--- config.mk ---
export PLATFORM = sky130hd
export DESIGN_NAME = fpu_cmp_arbiter_16bit
export DESIGN_NICKNAME = d
export VERILOG_FILES = /design/src/rtl/fpu_cmp_arbiter_16bit.sv
export SDC_FILE = /design/constraint.sdc
export NUM_CORES = 1
export LEC_CHECK = 0
export ABC_AREA = 1
export CAP_MARGIN = 20
export CORE_ASPECT_RATIO = 1.5
export CORE_MARGIN = 2
export CORE_UTILIZATION = 40
export CTS_CLUSTER_SIZE = 16
export DETAILED_ROUTE_END_ITERATION = 8
export PLACE_DENSITY = 0.86
export SLEW_MARGIN = 0
export SYNTH_ARGS = -nofsm -noshare
export SYNTH_HDL_FRONTEND = slang
export SYNTH_SLANG_ARGS = --single-unit
--- constraint.sdc ---
create_clock -name CLK -period 3.55 [get_ports CLK]
set_clock_uncertainty 0.1 [all_clocks]
set_input_delay 0.5325 -clock CLK [delete_from_list [all_inputs] [get_ports CLK]]
set_output_delay 0.5325 -clock CLK [all_outputs]
set_load 0.01 [all_outputs]
--- src/rtl/fpu_cmp_arbiter_16bit.sv ---
// Round-robin arbiter sharing one half-precision comparator among NUM_REQ requesters.
// Latency: 1 cycle from grant (req_ready) to registered resp_valid/resp_id/resp_out.
// Backpressure: a held result (resp_valid && !resp_ready) blocks all grants; drain+grant replaces in one edge.

package fpu_cmp_pkg;
  localparam int HALF_FLOAT_W = 16;

  typedef enum logic [2:0] {
    CMP_LE = 3'b000,
    CMP_LT = 3'b001,
    CMP_EQ = 3'b010
  } fpu_cmp_rm_t;
endpackage

// Half-precision compare: any NaN operand gives 0, +0 and -0 compare equal.
// Combinational; unused op encodings give 0.
module float_compare_16bit
  import fpu_cmp_pkg::*;
(
  input  logic [HALF_FLOAT_W-1:0] float1,
  input  logic [HALF_FLOAT_W-1:0] float2,
  input  fpu_cmp_rm_t             op,
  output logic                    out
);
  logic        nan1, nan2, any_nan, both_zero, sign1, sign2;
  logic [14:0] mag1, mag2;
  logic        eq, lt;

  assign sign1     = float1[15];
  assign sign2     = float2[15];
  assign mag1      = float1[14:0];
  assign mag2      = float2[14:0];
  assign nan1      = (float1[14:10] == 5'h1f) && (float1[9:0] != 10'h0);
  assign nan2      = (float2[14:10] == 5'h1f) && (float2[9:0] != 10'h0);
  assign any_nan   = nan1 || nan2;
  assign both_zero = (mag1 == 15'h0) && (mag2 == 15'h0);

  always_comb begin
    eq = 1'b0;
    lt = 1'b0;
    if (!any_nan) begin
      eq = (float1 == float2) || both_zero;
      if (both_zero)
        lt = 1'b0;
      else if (sign1 != sign2)
        lt = sign1;
      else if (!sign1)
        lt = mag1 < mag2;
      else
        lt = mag1 > mag2;
    end
  end

  always_comb begin
    out = 1'b0;
    case (op)
      CMP_LE:  out = lt || eq;
      CMP_LT:  out = lt;
      CMP_EQ:  out = eq;
      default: out = 1'b0;
    endcase
  end
endmodule

module fpu_cmp_arbiter_16bit
  import fpu_cmp_pkg::*;
#(
  parameter int NUM_REQ = 4,
  parameter int ID_W    = $clog2(NUM_REQ)
) (
  input  logic                                       CLK,
  input  logic                                       RST,
  input  logic        [NUM_REQ-1:0]                  req_valid,
  output logic        [NUM_REQ-1:0]                  req_ready,
  input  logic        [NUM_REQ-1:0][HALF_FLOAT_W-1:0] req_float1,
  input  logic        [NUM_REQ-1:0][HALF_FLOAT_W-1:0] req_float2,
  input  fpu_cmp_rm_t [NUM_REQ-1:0]                  req_op,
  output logic                                       resp_valid,
  input  logic                                       resp_ready,
  output logic        [ID_W-1:0]                     resp_id,
  output logic                                       resp_out,
  output logic                                       busy
);
  logic [ID_W-1:0]         last_grant;
  logic [ID_W-1:0]         gnt_idx;
  logic                    gnt_vld;
  logic                    slot_free;
  logic                    do_grant;
  logic [HALF_FLOAT_W-1:0] cmp_a, cmp_b;
  fpu_cmp_rm_t             cmp_op;
  logic                    cmp_res;

  assign slot_free = !resp_valid || resp_ready;
  assign do_grant  = !RST && slot_free && gnt_vld;

  // Scan starts one past the last winner, so the previous owner has lowest priority.
  always_comb begin
    gnt_vld = 1'b0;
    gnt_idx = '0;
    for (int i = 1; i <= NUM_REQ; i++) begin
      if (!gnt_vld && req_valid[(int'(last_grant) + i) % NUM_REQ]) begin
        gnt_vld = 1'b1;
        gnt_idx = ID_W'((int'(last_grant) + i) % NUM_REQ);
      end
    end
  end

  always_comb begin
    req_ready = '0;
    if (do_grant)
      req_ready[gnt_idx] = 1'b1;
  end

  assign cmp_a  = req_float1[gnt_idx];
  assign cmp_b  = req_float2[gnt_idx];
  assign cmp_op = req_op[gnt_idx];

  float_compare_16bit u_cmp (
    .float1 (cmp_a),
    .float2 (cmp_b),
    .op     (cmp_op),
    .out    (cmp_res)
  );

  always_ff @(posedge CLK or posedge RST) begin
    if (RST) begin
      resp_valid <= 1'b0;
      resp_id    <= '0;
      resp_out   <= 1'b0;
      last_grant <= ID_W'(NUM_REQ - 1);
    end else if (slot_free) begin
      if (gnt_vld) begin
        resp_valid <= 1'b1;
        resp_id    <= gnt_idx;
        resp_out   <= cmp_res;
        last_grant <= gnt_idx;
      end else begin
        resp_valid <= 1'b0;
      end
    end
  end

  assign busy = resp_valid || (|req_valid);
endmodule

==> out/qor.yml, run 1 <==
status:
  status: "complete, no violations"
finish:
  mostFrequentLayoutCell: "nand2_1"
  final_cell_mix: "293 x nand2_1, 148 x clkdlybuf4s50_1, 66 x inv_1, 53 x buf_4, 37 x nand4_1"
  stdcell_count: 850
  areaGrowthSynthToFinish_pct: 81.91
  fin_util: 0.7392
  drive_gt1_frac: 0.1308
  final_cell_area_um2: 4996
  diodes: 0
  nNetsFinal: 932
clock_network:
  htreeDepth: 1
  cts_tree: "yes"
  cts_sinks: 6
  cts_inserted_buffers: 3
  cts_root_buffer: "clkbuf_8"
  clock_latency_ps: 230
  clock_path_buffers: 2
  hold_buffers: 0
  clkTransAtPathRegs_ps: 40
synthesis:
  ys_async_sr_fraction: 1.000
  synth_top_family_by_area: "simple AND/OR/NAND/NOR gates"
  synth_edf_count: 0
  ys_warn_count: 0
  ys_types: 35
  dominantRegCellSynth: "dfrtp_1"
  synthSimpleGateAreaFrac: 0.6478
  synth_fp_nets: 734
  synth_area_um2: 2746
  yosysSeqAreaShare: 0.05558
  netlist_instances: 575
  synth-compound-area-share: 0.08018
  syn_area_per_cell_um2: 4.776
  synth_seq_cells: 6
  synth_fa_ha_area_frac: 0.05467
  synthMuxAreaShare: 0
  synth_xor_area_frac: 0.003189
route:
  firstDrtPassIters: 5
  via_per_inst: 5.198
  drt-initial-drc-count: 286
  wl_per_cell_um: 13.54
  wl_um: 11510
  drc: 0
  antenna_left: 0
  vias: 4418
global_routing:
  grt_max_degree: 31
  grt_pass1_wl_um: 18030
  globalRouteOverflowTotal: 0
  grtUsageTotal: 0.2858
  grt_pass1_vias: 4264
  antenna_found_initial: 0
sta:
  setup_ws_ps: 100.6
  timing_hold_violations_final: 0
  worst_pin_slew_ps: 264.8
  rsz0062_at_grt: "true"
  slew_headroom: 0.8232
  fmax_mhz: 289.9
  period_minus_slack_ps: 3449
  setup_viol: 0
  period_share: 0.9717
  drv_slew: 0
floorplanning:
  dieArea_um2: 7559
  start_util: 0.4063
  chipHeight_um: 105.5
  rows: 37
  core_um2: 6759
  die_w_um: 71.66
  ios: 156
placed_design:
  post-place-ws_ps: -177.5
  finalWeightedCongestion: 0.9499
  dp_cells: 836
  dpl.hpwl_um: 9180
  placement.io_buffers: 155
  place_area_um2: 4723
worst_hold_path:
  hold_class: "register to register"
worst_setup_path:
  crit_arrival_ps: 3460
  worstSetupEndpointType: "register"
  cp.required_ps: 3560
  path_class: "register to register"
  crit_path_max_fanout: 15
  cp-start-kind: "register"
run:
  cap_violations: 0
## through the flow
step | hold WS [ps] | TNS (ps)
after global placement | 364.5 | -76.88
after detailed placement | 368.8 | -177.5
after floorplan | 230.3 | 0
final | 387.3 | 0
after global routing | 407.7 | -188.7
after CTS | 380.0 | 0
## layout make-up
cell class	count	area (µm²)
multi-input cells	470	2210
clock buffers	4	45.04
fillers	567	1763
flip-flops and latches	6	152.6
inverters	72	277.8
repair buffers	220	2213
well taps	78	97.59
## synth_stat cells (2+ instances only)
master | number | area (µm²)
inv_1 | 67 | 251.5
buf_2 | 17 | 85.08
nor2_2 | 3 | 18.77
o22ai_1 | 2 | 12.51
nor2_1 | 32 | 120.1
dfrtp_1 | 4 | 100.1
nand3_4 | 2 | 35.03
nand3_1 | 36 | 180.2
inv_2 | 4 | 15.01
a21oi_1 | 8 | 40.04
buf_4 | 4 | 30.03
dfstp_2 | 2 | 52.55
buf_6 | 3 | 33.78
ha_1 | 12 | 150.1
nand2_1 | 302 | 1134
a22oi_1 | 4 | 30.03
clkbuf_1 | 3 | 11.26
o21ai_0 | 9 | 45.04
nand4_1 | 37 | 231.5
o21ai_1 | 9 | 45.04
## worst max-delay path: stages, from the launching register on
cell and delay [ps]:
dfstp_2 590, buf_12 130, nand2_1 80, nand3_1 120
nand2_1 90, nand2_2 110, nand2_2 70, nand2_4 80
nand3_4 170, buf_12 210, o21ai_1 110, nand2_1 60
nand2_1 110, inv_1 60, ha_1 290, nand2_1 60
nor2_2 120, nand3_1 100, nor3_2 190, nand3_1 120
nand2_1 80, nand2_1 50, nand2_1 80, nand2_1 50
nand2_1 60, nand2_1 50
## worst paths after layout
kind	start	endpoint	slack (ps)	depth (start not counted)
min reg2reg	resp_id[0]	resp_id[0]	390	2
max in group asynchronous	RST	last_grant[0]	2650	2
max	last_grant[0]	resp_out	100	25
max reg2reg	last_grant[0]	resp_out	100	25
min	resp_id[0]	resp_id[0]	390	2
min in group asynchronous	RST	resp_id[1]	430	2
## what timing repair did
action / CTS / global route
gates cloned: 0 / 3
gates resized for setup: 0 / 25
pin swaps: 0 / 6
endpoints found under the setup margin: 1 / 5
setup buffers: 2 / 5
## cell families (layout without fill, tap and decap cells)
family | Yosys count | count (layout)
DFF | 6 | 6
AOI/OAI and AO/OA | 37 | 37
xor gates and xnor gates | 1 | 1
and+or+nand+nor | 420 | 420
adders and majority gates | 12 | 12
buffers and inverters | 99 | 296
## registers in the layout, indices dropped and copies added (netlist names)
register and count:
resp_valid 1, last_grant 2, resp_id 2, resp_out 1
## routing by layer
layer  global-route usage  wire length, µm
met4               0.1482              600
met1               0.3131             4112
met2               0.5265             6054
met5                    0                0
met3              0.02772              742
Power of run 1 is not shown: default switching activity piles up to over one toggle a cycle in this logic, so the estimate is an artifact.
==> run 2, diff against run 1 <==
Settings changed: TNS_END_PERCENT set to 20.
==> out/qor.yml, run 2 (synthesis results as in run 1) <==
clock_network:
  cts_root_buffer: "clkbuf_8"
  clkTransAtPathRegs_ps: 40
  hold_buffers: 0
  clock_path_buffers: 2
  cts_tree: "yes"
  cts_sinks: 6
  cts_inserted_buffers: 3
  clock_latency_ps: 230
  htreeDepth: 1
placed_design:
  finalWeightedCongestion: 0.9499
  dpl.hpwl_um: 9180
  place_area_um2: 4723
  dp_cells: 836
  placement.io_buffers: 155
worst_setup_path:
  cp-startpoint: "last_grant[0]"
  crit_path_max_fanout: 15
  critPathSlowestCell: "dfstp_2"
  cp_slowest_stage_delay_ps: 590
  worstSetupEndpointType: "register"
  path_class: "register to register"
  r2r-start: "last_grant[0]"
  reg2reg_depth: 25
  cp.required_ps: 3560
  crit_arrival_ps: 3470
  cp-start-kind: "register"
  r2r_end: "resp_out"
  r2r_slack_ps: 90
  cp_common_cell: "nand2_1"
route:
  wl_per_cell_um: 13.52
  drc: 0
  wl_um: 11490
  firstDrtPassIters: 5
  antenna_left: 0
  drt-initial-drc-count: 280
  via_per_inst: 5.219
  vias: 4436
sta:
  period_minus_slack_ps: 3459
  worst_pin_slew_ps: 266.2
  slew_headroom: 0.8223
  rsz0062_at_grt: "true"
  fin_setup_tns_ps: 0
  setup_viol: 0
  fmax_mhz: 289.1
  period_share: 0.9743
  drv_slew: 0
  timing_hold_violations_final: 0
global_routing:
  grt_pass1_wl_um: 18030
  antenna_found_initial: 0
  grt_max_degree: 31
  grt_pass1_vias: 4264
  grtUsageTotal: 0.2858
  globalRouteOverflowTotal: 0
floorplanning:
  die_w_um: 71.66
  dieArea_um2: 7559
  rows: 37
  chipHeight_um: 105.5
  core_um2: 6759
  start_util: 0.4063
  ios: 156
finish:
  nNetsFinal: 932
  final_cell_area_um2: 4991
  stdcell_count: 850
  diodes: 0
  mostFrequentLayoutCell: "nand2_1"
  final_cell_mix: "294 x nand2_1, 148 x clkdlybuf4s50_1, 66 x inv_1, 53 x buf_4, 37 x nand4_1"
  top_regs: "last_grant (2), resp_id (2)"
  fin_util: 0.7384
  areaGrowthSynthToFinish_pct: 81.73
  drive_gt1_frac: 0.1295
worst_hold_path:
  whs_endpoint: "resp_id[0]"
  min_from: "resp_id[0]"
  hold_class: "register to register"
  whs_path_depth: 2
status:
  status: "complete, no violations"
run:
  cap_violations: 0
run 2: routing by layer:
layer | vias to the layer above | GRT usage | part of all wire
met5 | - | 0 | 0
met4 | 0 | 0.1482 | 0.051
met3 | 52 | 0.02772 | 0.059
met2 | 195 | 0.5265 | 0.53
met1 | 1987 | 0.3131 | 0.36
li1 | 2202 | - | -
run 2: worst max-delay path, delay by kind of cell (launching register included):
kind / cells / cell delay, ps
buffers and inverters: 3 / 400
and+or+nand+nor: 20 / 1850
adders and majority gates: 1 / 290
DFF: 1 / 590
AOI/OAI and AO/OA: 1 / 110
run 2: stage by stage:
stage	setup slack [ps]	hold WS, ps
after floorplan	383.8	230.3
after global placement	-76.88	364.5
after detailed placement	-177.5	368.8
after CTS	16.35	380.0
after global routing	-188.8	407.7
final	91.32	380.4
run 2: timing repair:
action                                 4_1_cts  5_1_grt
setup endpoints to repair                    1        5
cloned                                       0        3
resized for setup                            0       23
pin swaps                                    0        6
endpoints found under the hold margin        0        0
buffers inserted                             2        5
run 2: worst max-delay path by stage:
stage | depth (start not counted) | slack (ps) | to
detailed placement | 27 | -180 | resp_out
global placement | 27 | -80 | resp_out
global route | 27 | -190 | resp_out
CTS | 15 | 20 | req_ready[1]
finish | 25 | 90 | resp_out
floorplan | 27 | 380 | resp_out
run 2: layout make-up:
cell class	instances	area (µm²)
flip-flops and latches	6	152.6
repair buffers	220	2213
clock buffers	4	45.04
fillers	566	1768
multi-input cells	470	2207
inverters	72	275.3
well taps	78	97.59
Power of run 2 is left out for the same reason.
